===== src/rtl/rs_issue_queue_if.sv =====
// Dispatch / CDB / issue bundle for one reservation station instance.
// The master drives dispatch, broadcast, flush and FU-ready; the slave is the station.
interface rs_issue_queue_if #(
  parameter int DEPTH         = 8,
  parameter int TAG_WIDTH     = 6,
  parameter int PAYLOAD_WIDTH = 64,
  parameter int CDB_PORTS     = 2
);
  localparam int CW = $clog2(DEPTH + 1);

  logic                           flush;
  logic                           disp_valid;
  logic                           disp_ready;
  logic [TAG_WIDTH-1:0]           disp_src1_tag;
  logic                           disp_src1_rdy;
  logic [TAG_WIDTH-1:0]           disp_src2_tag;
  logic                           disp_src2_rdy;
  logic [PAYLOAD_WIDTH-1:0]       disp_payload;
  logic [CDB_PORTS-1:0]           cdb_valid;
  logic [CDB_PORTS*TAG_WIDTH-1:0] cdb_tag;
  logic                           issue_valid;
  logic                           issue_ready;
  logic [PAYLOAD_WIDTH-1:0]       issue_payload;
  logic [TAG_WIDTH-1:0]           issue_src1_tag;
  logic [TAG_WIDTH-1:0]           issue_src2_tag;
  logic [CW-1:0]                  count;
  logic                           empty;

  modport master (
    output flush, disp_valid, disp_src1_tag, disp_src1_rdy, disp_src2_tag,
           disp_src2_rdy, disp_payload, cdb_valid, cdb_tag, issue_ready,
    input  disp_ready, issue_valid, issue_payload, issue_src1_tag,
           issue_src2_tag, count, empty
  );

  modport slave (
    input  flush, disp_valid, disp_src1_tag, disp_src1_rdy, disp_src2_tag,
           disp_src2_rdy, disp_payload, cdb_valid, cdb_tag, issue_ready,
    output disp_ready, issue_valid, issue_payload, issue_src1_tag,
           issue_src2_tag, count, empty
  );
endinterface


===== src/rtl/rs_issue_queue.sv =====
// Out-of-order reservation station: age-matrix oldest-ready select, multi-port
// CDB wakeup with dispatch bypass, synchronous flush.
module rs_issue_queue #(
  parameter int DEPTH         = 8,
  parameter int TAG_WIDTH     = 6,
  parameter int PAYLOAD_WIDTH = 64,
  parameter int CDB_PORTS     = 2
) (
  input logic              clk,
  input logic              rst,
  rs_issue_queue_if.slave  bus
);
  localparam int IW = $clog2(DEPTH);
  localparam int CW = $clog2(DEPTH + 1);

  typedef logic [TAG_WIDTH-1:0] tag_t;

  logic [DEPTH-1:0]         valid_q, valid_d;
  logic [DEPTH-1:0]         s1_rdy_q, s1_rdy_d;
  logic [DEPTH-1:0]         s2_rdy_q, s2_rdy_d;
  tag_t                     s1_tag_q [DEPTH];
  tag_t                     s1_tag_d [DEPTH];
  tag_t                     s2_tag_q [DEPTH];
  tag_t                     s2_tag_d [DEPTH];
  logic [PAYLOAD_WIDTH-1:0] payload_q [DEPTH];
  logic [PAYLOAD_WIDTH-1:0] payload_d [DEPTH];
  logic [DEPTH-1:0]         older_q [DEPTH];
  logic [DEPTH-1:0]         older_d [DEPTH];
  logic [CW-1:0]            count_q, count_d;

  logic [DEPTH-1:0] elig;
  logic [IW-1:0]    sel_idx, free_idx;
  logic             issue_vld, accept, fire;

  function automatic logic cdb_hit(input tag_t tag,
                                   input logic [CDB_PORTS-1:0] vld,
                                   input logic [CDB_PORTS*TAG_WIDTH-1:0] tags);
    logic hit;
    hit = 1'b0;
    for (int k = 0; k < CDB_PORTS; k++)
      if (vld[k] && (tags[k*TAG_WIDTH +: TAG_WIDTH] == tag)) hit = 1'b1;
    return hit;
  endfunction

  // The age matrix is a strict order over valid entries, so at most one eligible
  // entry has no older eligible peer.
  always_comb begin
    elig     = valid_q & s1_rdy_q & s2_rdy_q;
    sel_idx  = '0;
    free_idx = '0;
    for (int i = 0; i < DEPTH; i++)
      if (elig[i] && ((older_q[i] & elig) == '0)) sel_idx = IW'(i);
    for (int i = DEPTH - 1; i >= 0; i--)
      if (!valid_q[i]) free_idx = IW'(i);
  end

  assign issue_vld = (|elig) && !bus.flush;
  assign fire      = issue_vld && bus.issue_ready;
  assign accept    = bus.disp_valid && bus.disp_ready && !bus.flush;

  assign bus.disp_ready     = (count_q < CW'(DEPTH));
  assign bus.issue_valid    = issue_vld;
  assign bus.issue_payload  = issue_vld ? payload_q[sel_idx] : '0;
  assign bus.issue_src1_tag = issue_vld ? s1_tag_q[sel_idx]  : '0;
  assign bus.issue_src2_tag = issue_vld ? s2_tag_q[sel_idx]  : '0;
  assign bus.count          = count_q;
  assign bus.empty          = (count_q == '0);

  always_comb begin
    valid_d   = valid_q;
    s1_rdy_d  = s1_rdy_q;
    s2_rdy_d  = s2_rdy_q;
    s1_tag_d  = s1_tag_q;
    s2_tag_d  = s2_tag_q;
    payload_d = payload_q;
    older_d   = older_q;
    count_d   = count_q;
    if (bus.flush) begin
      valid_d = '0;
      count_d = '0;
    end else begin
      for (int i = 0; i < DEPTH; i++) begin
        if (valid_q[i] && !s1_rdy_q[i] && cdb_hit(s1_tag_q[i], bus.cdb_valid, bus.cdb_tag))
          s1_rdy_d[i] = 1'b1;
        if (valid_q[i] && !s2_rdy_q[i] && cdb_hit(s2_tag_q[i], bus.cdb_valid, bus.cdb_tag))
          s2_rdy_d[i] = 1'b1;
      end
      if (fire) valid_d[sel_idx] = 1'b0;
      if (accept) begin
        valid_d[free_idx]   = 1'b1;
        s1_tag_d[free_idx]  = bus.disp_src1_tag;
        s2_tag_d[free_idx]  = bus.disp_src2_tag;
        s1_rdy_d[free_idx]  = bus.disp_src1_rdy ||
                              cdb_hit(bus.disp_src1_tag, bus.cdb_valid, bus.cdb_tag);
        s2_rdy_d[free_idx]  = bus.disp_src2_rdy ||
                              cdb_hit(bus.disp_src2_tag, bus.cdb_valid, bus.cdb_tag);
        payload_d[free_idx] = bus.disp_payload;
        for (int j = 0; j < DEPTH; j++) older_d[j][free_idx] = 1'b0;
        older_d[free_idx] = valid_q;
      end
      count_d = count_q + CW'(accept) - CW'(fire);
    end
  end

  always_ff @(posedge clk or negedge rst) begin
    if (!rst) begin
      valid_q  <= '0;
      s1_rdy_q <= '0;
      s2_rdy_q <= '0;
      older_q  <= '{default: '0};
      count_q  <= '0;
    end else begin
      valid_q  <= valid_d;
      s1_rdy_q <= s1_rdy_d;
      s2_rdy_q <= s2_rdy_d;
      older_q  <= older_d;
      count_q  <= count_d;
    end
  end

  // Tags and payload are qualified by valid, so they carry no reset.
  always_ff @(posedge clk) begin
    s1_tag_q  <= s1_tag_d;
    s2_tag_q  <= s2_tag_d;
    payload_q <= payload_d;
  end
endmodule

===== src/flat_wrapper.sv =====
// flat-port wrapper written by rule: the top's interface ports become plain ports
module rs_issue_queue_flat 
#(
  parameter int DEPTH         = 8,
  parameter int TAG_WIDTH     = 6,
  parameter int PAYLOAD_WIDTH = 64,
  parameter int CDB_PORTS     = 2
)
  (clk, rst, bus_flush, bus_disp_valid, bus_disp_src1_tag, bus_disp_src1_rdy, bus_disp_src2_tag, bus_disp_src2_rdy, bus_disp_payload, bus_cdb_valid, bus_cdb_tag, bus_issue_ready, bus_disp_ready, bus_issue_valid, bus_issue_payload, bus_issue_src1_tag, bus_issue_src2_tag, bus_count, bus_empty);
  rs_issue_queue_if #(.DEPTH(DEPTH), .TAG_WIDTH(TAG_WIDTH), .PAYLOAD_WIDTH(PAYLOAD_WIDTH), .CDB_PORTS(CDB_PORTS)) bus_i ();
  input logic clk;
  input logic rst;
  input wire logic [$bits(bus_i.flush)-1:0] bus_flush;
  input wire logic [$bits(bus_i.disp_valid)-1:0] bus_disp_valid;
  input wire logic [$bits(bus_i.disp_src1_tag)-1:0] bus_disp_src1_tag;
  input wire logic [$bits(bus_i.disp_src1_rdy)-1:0] bus_disp_src1_rdy;
  input wire logic [$bits(bus_i.disp_src2_tag)-1:0] bus_disp_src2_tag;
  input wire logic [$bits(bus_i.disp_src2_rdy)-1:0] bus_disp_src2_rdy;
  input wire logic [$bits(bus_i.disp_payload)-1:0] bus_disp_payload;
  input wire logic [$bits(bus_i.cdb_valid)-1:0] bus_cdb_valid;
  input wire logic [$bits(bus_i.cdb_tag)-1:0] bus_cdb_tag;
  input wire logic [$bits(bus_i.issue_ready)-1:0] bus_issue_ready;
  output wire logic [$bits(bus_i.disp_ready)-1:0] bus_disp_ready;
  output wire logic [$bits(bus_i.issue_valid)-1:0] bus_issue_valid;
  output wire logic [$bits(bus_i.issue_payload)-1:0] bus_issue_payload;
  output wire logic [$bits(bus_i.issue_src1_tag)-1:0] bus_issue_src1_tag;
  output wire logic [$bits(bus_i.issue_src2_tag)-1:0] bus_issue_src2_tag;
  output wire logic [$bits(bus_i.count)-1:0] bus_count;
  output wire logic [$bits(bus_i.empty)-1:0] bus_empty;
  assign bus_i.flush = bus_flush;
  assign bus_i.disp_valid = bus_disp_valid;
  assign bus_i.disp_src1_tag = bus_disp_src1_tag;
  assign bus_i.disp_src1_rdy = bus_disp_src1_rdy;
  assign bus_i.disp_src2_tag = bus_disp_src2_tag;
  assign bus_i.disp_src2_rdy = bus_disp_src2_rdy;
  assign bus_i.disp_payload = bus_disp_payload;
  assign bus_i.cdb_valid = bus_cdb_valid;
  assign bus_i.cdb_tag = bus_cdb_tag;
  assign bus_i.issue_ready = bus_issue_ready;
  assign bus_disp_ready = bus_i.disp_ready;
  assign bus_issue_valid = bus_i.issue_valid;
  assign bus_issue_payload = bus_i.issue_payload;
  assign bus_issue_src1_tag = bus_i.issue_src1_tag;
  assign bus_issue_src2_tag = bus_i.issue_src2_tag;
  assign bus_count = bus_i.count;
  assign bus_empty = bus_i.empty;
  rs_issue_queue #(.DEPTH(DEPTH), .TAG_WIDTH(TAG_WIDTH), .PAYLOAD_WIDTH(PAYLOAD_WIDTH), .CDB_PORTS(CDB_PORTS)) u_core (.clk(clk), .rst(rst), .bus(bus_i));
endmodule

===== config.mk =====
export PLATFORM = sky130hd
export DESIGN_NAME = rs_issue_queue_flat
export DESIGN_NICKNAME = d
export VERILOG_FILES = /design/src/rtl/rs_issue_queue_if.sv /design/src/rtl/rs_issue_queue.sv /design/src/flat_wrapper.sv
export SDC_FILE = /design/constraint.sdc
export NUM_CORES = 1
export LEC_CHECK = 0
export CORE_UTILIZATION = 60
export CTS_CLUSTER_SIZE = 16
export DETAILED_ROUTE_END_ITERATION = 16
export PLACE_DENSITY = 0.82
export SLEW_MARGIN = 25
export SYNTH_ARGS = -nofsm -noshare
export SYNTH_HDL_FRONTEND = slang
export SYNTH_SLANG_ARGS = --single-unit

===== constraint.sdc =====
create_clock -name clk -period 4.5 [get_ports clk]
set_input_delay 0.45 -clock clk [delete_from_list [all_inputs] [get_ports clk]]
set_output_delay 0.45 -clock clk [all_outputs]
set_load 0.005 [all_outputs]

==> impl_metrics.yaml, run 1 <==
synthesis:
  synthArstFlopShare: 0.121
  netlist_instances: 2274
  yosysTopAreaCell: "edfxtp_1"
  synth_commonest_cells: "edfxtp_1 (608), nor2_1 (244), nand3_1 (145)"
  synthesis.nets: 2377
  synth_sequential_area_ratio: 0.665
  synth_top_area_share: 0.596
  syn_avg_cell_area_um2: 13.5
  synthTopCellsByArea: "edfxtp_1 (60%), dfrtp_1 (6.9%), xnor2_1 (3.1%)"
  ys_warn_count: 0
  synth_seq_cells: 692
  synth.distinct_cells: 63
  synthesis.area_um2: 30600
  synthFlopType: "edfxtp_1"
  yosysMostFrequentCell: "edfxtp_1"
  synth_edf_count: 608
critical_path:
  cp.required_ns: 4.05
  ff2ff_path_depth: 14
  reg2reg_slack_ns: 1.01
  r2r-start: "u_core.valid_q[6]"
  crit_start: "u_core.valid_q[5]"
  crit_path_end_kind: "primary output"
  critPathKind: "register to primary output"
  crit_fanout: 14
  startpoint_type: "register"
  timing.rr.end: "u_core.bus.count[2]"
  arrival_ns: 4.05
  setup.worst_path.end: "bus_issue_payload[31]"
clock_network:
  clk_latency_ns: 0.62
  htree_levels: 3
  path_clk_slew_ns: 0.07
  cts_tree: "yes"
  cts_root_buffer: "clkbuf_16"
  clk_path_buf_depth: 3
  cts.sinks: 692
  cts_buffers: 70
placed_design:
  portBuffers: 179
  routabilityCongestion: 0.968
  placed_cells: 3065
  hpwlAfterDp_um: 54300
die:
  dieArea_um2: 51900
  io_pins: 180
  core_um2: 50300
  rows: 82
  start_util: 0.609
  dieHeight_um: 228
  die_x_um: 228
global_routing:
  grt_pass1_vias: 22100
  grt_max_degree: 66
  antenna_found_initial: 2
  grt_pass1_wl_um: 139000
  grt_use_total: 0.358
  grt-ovfl-total: 0
min_path:
  hp-class: "input port to asynchronous set/reset pin"
sta:
  report.final.hold_viol_count: 0
  min_period_ns: 4.50
  tightest_slew_ns: 1.08
  drv_slew: 0
  timing.final.crit_share: 0.999
  finalSetupViolations: 0
  slew_headroom: 0.278
  fmax_mhz: 222
  tns_ns: 0
  skew_ns: 0.0173
finish:
  drive_gt1_frac: 0.163
  syn2layout_area_growth_pct: 21.3
  final_cell_count_no_fill: 3242
  nets: 2616
run:
  cap_violations: 0
run_status:
  status: "finished clean"
route:
  drt_wl_total_um: 94700
  drt_iter0_markers: 3221
  wl_per_cell_um: 29.2
  ant_nets: 0
  vias_per_cell: 6.82
  post-route-drc-count: 0
  drtPass1Iterations: 5
  via_count: 22100
power:
  power.leakage_nw: 13.4
  ir_drop_uv: 378
  power_density_nw_per_um2: 372
  power_mw: 13.8
state kept, by name (all words and copies together), names as in the netlist, named ones only:
name	cells
u_core.payload_q	512
u_core.older_q	49
u_core.s1_tag_q	48
u_core.s2_tag_q	48
u_core.s1_rdy_q	8
u_core.s2_rdy_q	8
u_core.valid_q	8
u_core.bus.count	4
how the worst min path moves through the flow:
stage                        from                         end  slack, ns  cells past startpoint
3_5_place_dp             register                    register       0.47                      1
5_1_grt                       rst         u_core.bus.count[1]       0.44                      2
4_1_cts                       rst         u_core.bus.count[3]       0.39                      2
3_3_place_gp   u_core.older_q[33]          u_core.older_q[33]       0.46                      2
6_report                      rst          u_core.older_q[40]       0.38                      2
2_1_floorplan                 rst  asynchronous set/reset pin       0.15                      0
critical path, stage by stage, from the launching register on:
cell	delay, ns
dfrtp_2	0.45
buf_6	0.14
nand4_1	0.14
o2111ai_4	0.17
a2111o_2	0.52
buf_4	0.16
a211oi_4	0.26
buf_4	0.16
buf_6	0.11
o2111ai_4	0.16
buf_4	0.19
buf_12	0.14
bufbuf_16	0.31
nor2_1	0.15
a2111oi_2	0.06
dlygate4sd2_1	0.29
cell families (layout without fill, tap and decap cells):
| kind of cell | count (synthesis) | in the layout | share of synthesized area |
|---|---|---|---|
| flip-flops | 692 | 692 | 0.665 |
| other | 0 | 2 | 0 |
| AO/OA/AOI/OAI | 449 | 449 | 0.117 |
| adder cells (fa/ha/maj) | 6 | 6 | 0.00270 |
| buffers and inverters | 201 | 495 | 0.0297 |
| multiplexers | 73 | 73 | 0.0239 |
| AND/OR/NAND/NOR | 635 | 635 | 0.0996 |
| XOR/XNOR | 218 | 218 | 0.0623 |
where the power goes:
part	internal (mW)	switching (mW)	total (mW)	leakage (nW)
sequential	7.12	0.0810	7.20	6.63
combinational	0.390	0.547	0.937	5.73
clock	3.20	2.48	5.68	1.07
cells in the final DEF (no fill, tap or decap), types with 7 or more instances in the layout:
cell type	instances
edfxtp_1	608
buf_12	33
clkbuf_1	17
clkbuf_16	71
clkdlybuf4s50_1	111
o221ai_1	35
a2111oi_2	56
mux2i_1	70
o221ai_2	41
xor2_1	108
nor2_1	242
dfrtp_2	7
nand4_1	58
nand3b_1	17
dlygate4sd2_1	31
a2bb2oi_1	8
a21oi_1	106
dlymetal6s2s_1	33
o21ai_0	116
buf_6	12
and3_1	11
inv_1	23
buf_4	96
dfrtp_1	77
clkinv_1	17
clkinv_2	18
nand3_1	143
nand2_1	69
nor4_2	7
and2_1	9
a31oi_1	12
nor4_1	41
a22o_1	18
xnor2_1	110
layout make-up:
| cell class | count | area [um^2] |
|---|---|---|
| clock inverters | 39 | 363 |
| fillers | 3101 | 13100 |
| diodes | 2 | 5.00 |
| well taps | 672 | 841 |
| flip-flops and latches | 692 | 20400 |
| clock buffers | 88 | 1830 |
| inverters | 32 | 130 |
| repair buffers | 336 | 3790 |
| multi-input cells | 1381 | 9810 |
layer usage:
layer,up-vias,part of all wire,track usage
li1,9168,-,-
met1,10900,0.36,0.471
met2,1738,0.49,0.575
met3,275,0.11,0.0760
met4,2,0.041,0.165
met5,-,0.00014,0
through the flow:
stage / area (um^2) / hold slack (ns) / util / worst slack, ns
2_1_floorplan: 30600 / 0.154 / - / 0.679
3_3_place_gp: 33700 / 0.460 / 0.671 / 0.0159
3_5_place_dp: 33700 / 0.466 / 0.671 / 0.00458
4_1_cts: 36600 / 0.394 / 0.728 / -0.0558
5_1_grt: 37100 / 0.436 / 0.739 / -0.0456
6_report: 37100 / 0.379 / 0.739 / 0.00440
timing repair:
action                                  in CTS  in global routing
gates resized for setup                     89                 95
hold buffers                                 1                  0
pin swaps                                   13                 21
cloned                                       9                  1
buffers inserted                            19                 19
endpoints found under the hold margin       40                  0
endpoints found under the setup margin      76                 44
No activity file was read; power rests on OpenSTA's default activity.
==> inputs of run 2 (changes only) <==
--- a/config.mk
+++ b/config.mk
@@ -5,7 +5,9 @@
 export SDC_FILE = /design/constraint.sdc
 export NUM_CORES = 1
 export LEC_CHECK = 0
-export CORE_UTILIZATION = 60
+export CELL_PAD_IN_SITES_DETAIL_PLACEMENT = 1
+export CELL_PAD_IN_SITES_GLOBAL_PLACEMENT = 1
+export CORE_UTILIZATION = 50
 export CTS_CLUSTER_SIZE = 16
 export DETAILED_ROUTE_END_ITERATION = 16
 export PLACE_DENSITY = 0.82
==> impl_metrics.yaml, run 2 (synthesis results as in run 1) <==
power:
  power.leakage_nw: 13.3
  power_density_nw_per_um2: 385
  ir_drop_uv: 387
die:
  io_pins: 180
  start_util: 0.506
  rows: 90
  dieHeight_um: 249
  dieArea_um2: 62200
  core_um2: 60500
  die_x_um: 249
placed_design:
  portBuffers: 179
  hpwlAfterDp_um: 62800
  routabilityCongestion: 0.985
  placed_cells: 3171
  post_dp_cell_area_um2: 33900
clock_network:
  cts.sinks: 692
  clk_path_buf_depth: 3
  htree_levels: 3
  clk_latency_ns: 0.63
  path_clk_slew_ns: 0.06
  cts_buffers: 74
  cts_tree: "yes"
  cts_root_buffer: "clkbuf_16"
finish:
  fillerInstances: 5549
  largestRegisters: "u_core.payload_q: 512 flops, u_core.older_q: 49 flops"
  largest_reg_flops: 512
  syn2layout_area_growth_pct: 22.4
  mostFrequentLayoutCell: "edfxtp_1"
  utilization: 0.620
  final_cell_count_no_fill: 3363
  final_cell_mix: "edfxtp_1 (608), nor2_1 (241), nand3_1 (143)"
  nets: 2622
  drive_gt1_frac: 0.166
  top_register: "u_core.payload_q"
  final_cell_area_um2: 37500
route:
  post-route-drc-count: 0
  vias_per_cell: 6.90
  drtPass1Iterations: 6
  wl_per_cell_um: 33.9
  ant_nets: 0
  via_count: 23200
  drt_iter0_markers: 3353
  drt_wl_total_um: 114000
global_routing:
  grt-ovfl-total: 0
  grt_max_degree: 67
  antenna_found_initial: 5
  grt_pass1_wl_um: 160000
  grt_use_total: 0.346
  grt_pass1_vias: 24100
critical_path:
  cp_slowest_cell: "clkdlybuf4s50_1"
  crit_fanout: 10
  cp.required_ns: 4.05
  critPathKind: "register to primary output"
  crit_chain: "buf_4 -> nand4_1 -> o2111ai_4 -> a2111o_2 -> a211o_1 -> a21boi_4 -> buf_6 -> clkbuf_16 -> a21oi_1 -> a2111oi_2 -> clkdlybuf4s50_1"
  startpoint_type: "register"
  max_stage_delay_ns: 0.59
  crit_path_end_kind: "primary output"
  arrival_ns: 4.13
run_status:
  violations: "setup timing"
  status: "complete, but fails checks"
sta:
  drv_slew: 0
  fmax_mhz: 218
  finalSetupViolations: 16
  tns_ns: -0.556
  timing.final.crit_share: 1.02
  report.final.hold_viol_count: 0
  skew_ns: 0.0238
  min_period_ns: 4.58
  slew_headroom: 0.277
  worst_slack_ns: -0.0779
  tightest_slew_ns: 1.08
  rsz0062_at_grt: "yes"
  holdWs_ns: 0.364
run:
  cap_violations: 0
min_path:
  hp-class: "input port to asynchronous set/reset pin"
## run 2: metrics by stage
stage	worst slack, ns	total power, mW
after floorplan	0.679	7.74
after global placement	0.0766	8.17
after detailed placement	-0.0194	8.23
after CTS	-0.0216	14.4
after global routing	-0.128	14.7
final	-0.0779	14.5
## run 2: final cells by class
| class | instances | area [um^2] | share of cell area |
|---|---|---|---|
| Sequential cell | 692 | 20400 | 0.543 |
| Multi-Input combinational cell | 1381 | 9930 | 0.265 |
| Timing Repair Buffer | 338 | 3640 | 0.0972 |
| Clock buffer | 96 | 2030 | 0.0541 |
| Tap cell | 782 | 978 | 0.0261 |
| Clock inverter | 39 | 408 | 0.0109 |
| Inverter | 32 | 134 | 0.00357 |
| Antenna cell | 3 | 7.51 | 0.000200 |
## run 2: critical path, delay by kind of cell (launching register included)
family,cells,cell delay (ns)
flip-flops,1,0.41
AND/OR/NAND/NOR,1,0.15
AO/OA/AOI/OAI,6,1.80
buffers and inverters,4,1.13
## run 2: final timing paths
path / from / end / slack, ns / depth (start not counted)
max in group asynchronous: rst / u_core.valid_q[0] / 3.01 / 3
setup / recovery: u_core.valid_q[5] / bus_issue_payload[18] / -0.08 / 11
hold reg to reg: u_core.older_q[3] / u_core.older_q[3] / 0.48 / 2
hold / removal: rst / u_core.bus.count[2] / 0.36 / 2
setup reg to reg: u_core.valid_q[4] / u_core.bus.count[2] / 0.38 / 14
min in group clk: u_core.older_q[3] / u_core.older_q[3] / 0.48 / 2
## run 2: per-layer routing
metal | share of wire | vias to the layer above | track usage
met5 | 0.00030 | - | 0
met4 | 0.046 | 6 | 0.166
met3 | 0.099 | 369 | 0.0735
met2 | 0.49 | 1795 | 0.569
met1 | 0.37 | 11900 | 0.437
li1 | - | 9187 | -
## run 2: power by group
group	switching [mW]	internal, mW	leakage, nW
Combinational	0.589	0.382	5.53
Clock	2.67	3.61	1.19
Sequential	0.0915	7.12	6.63
Total	3.35	11.1	13.3
## run 2: timing repair
action	in CTS	in global routing
pin swaps	18	32
setup buffers	25	21
hold buffers	1	0
cloned	4	3
resized for setup	103	60
endpoints found under the setup margin	76	34
hold endpoints to repair	37	0
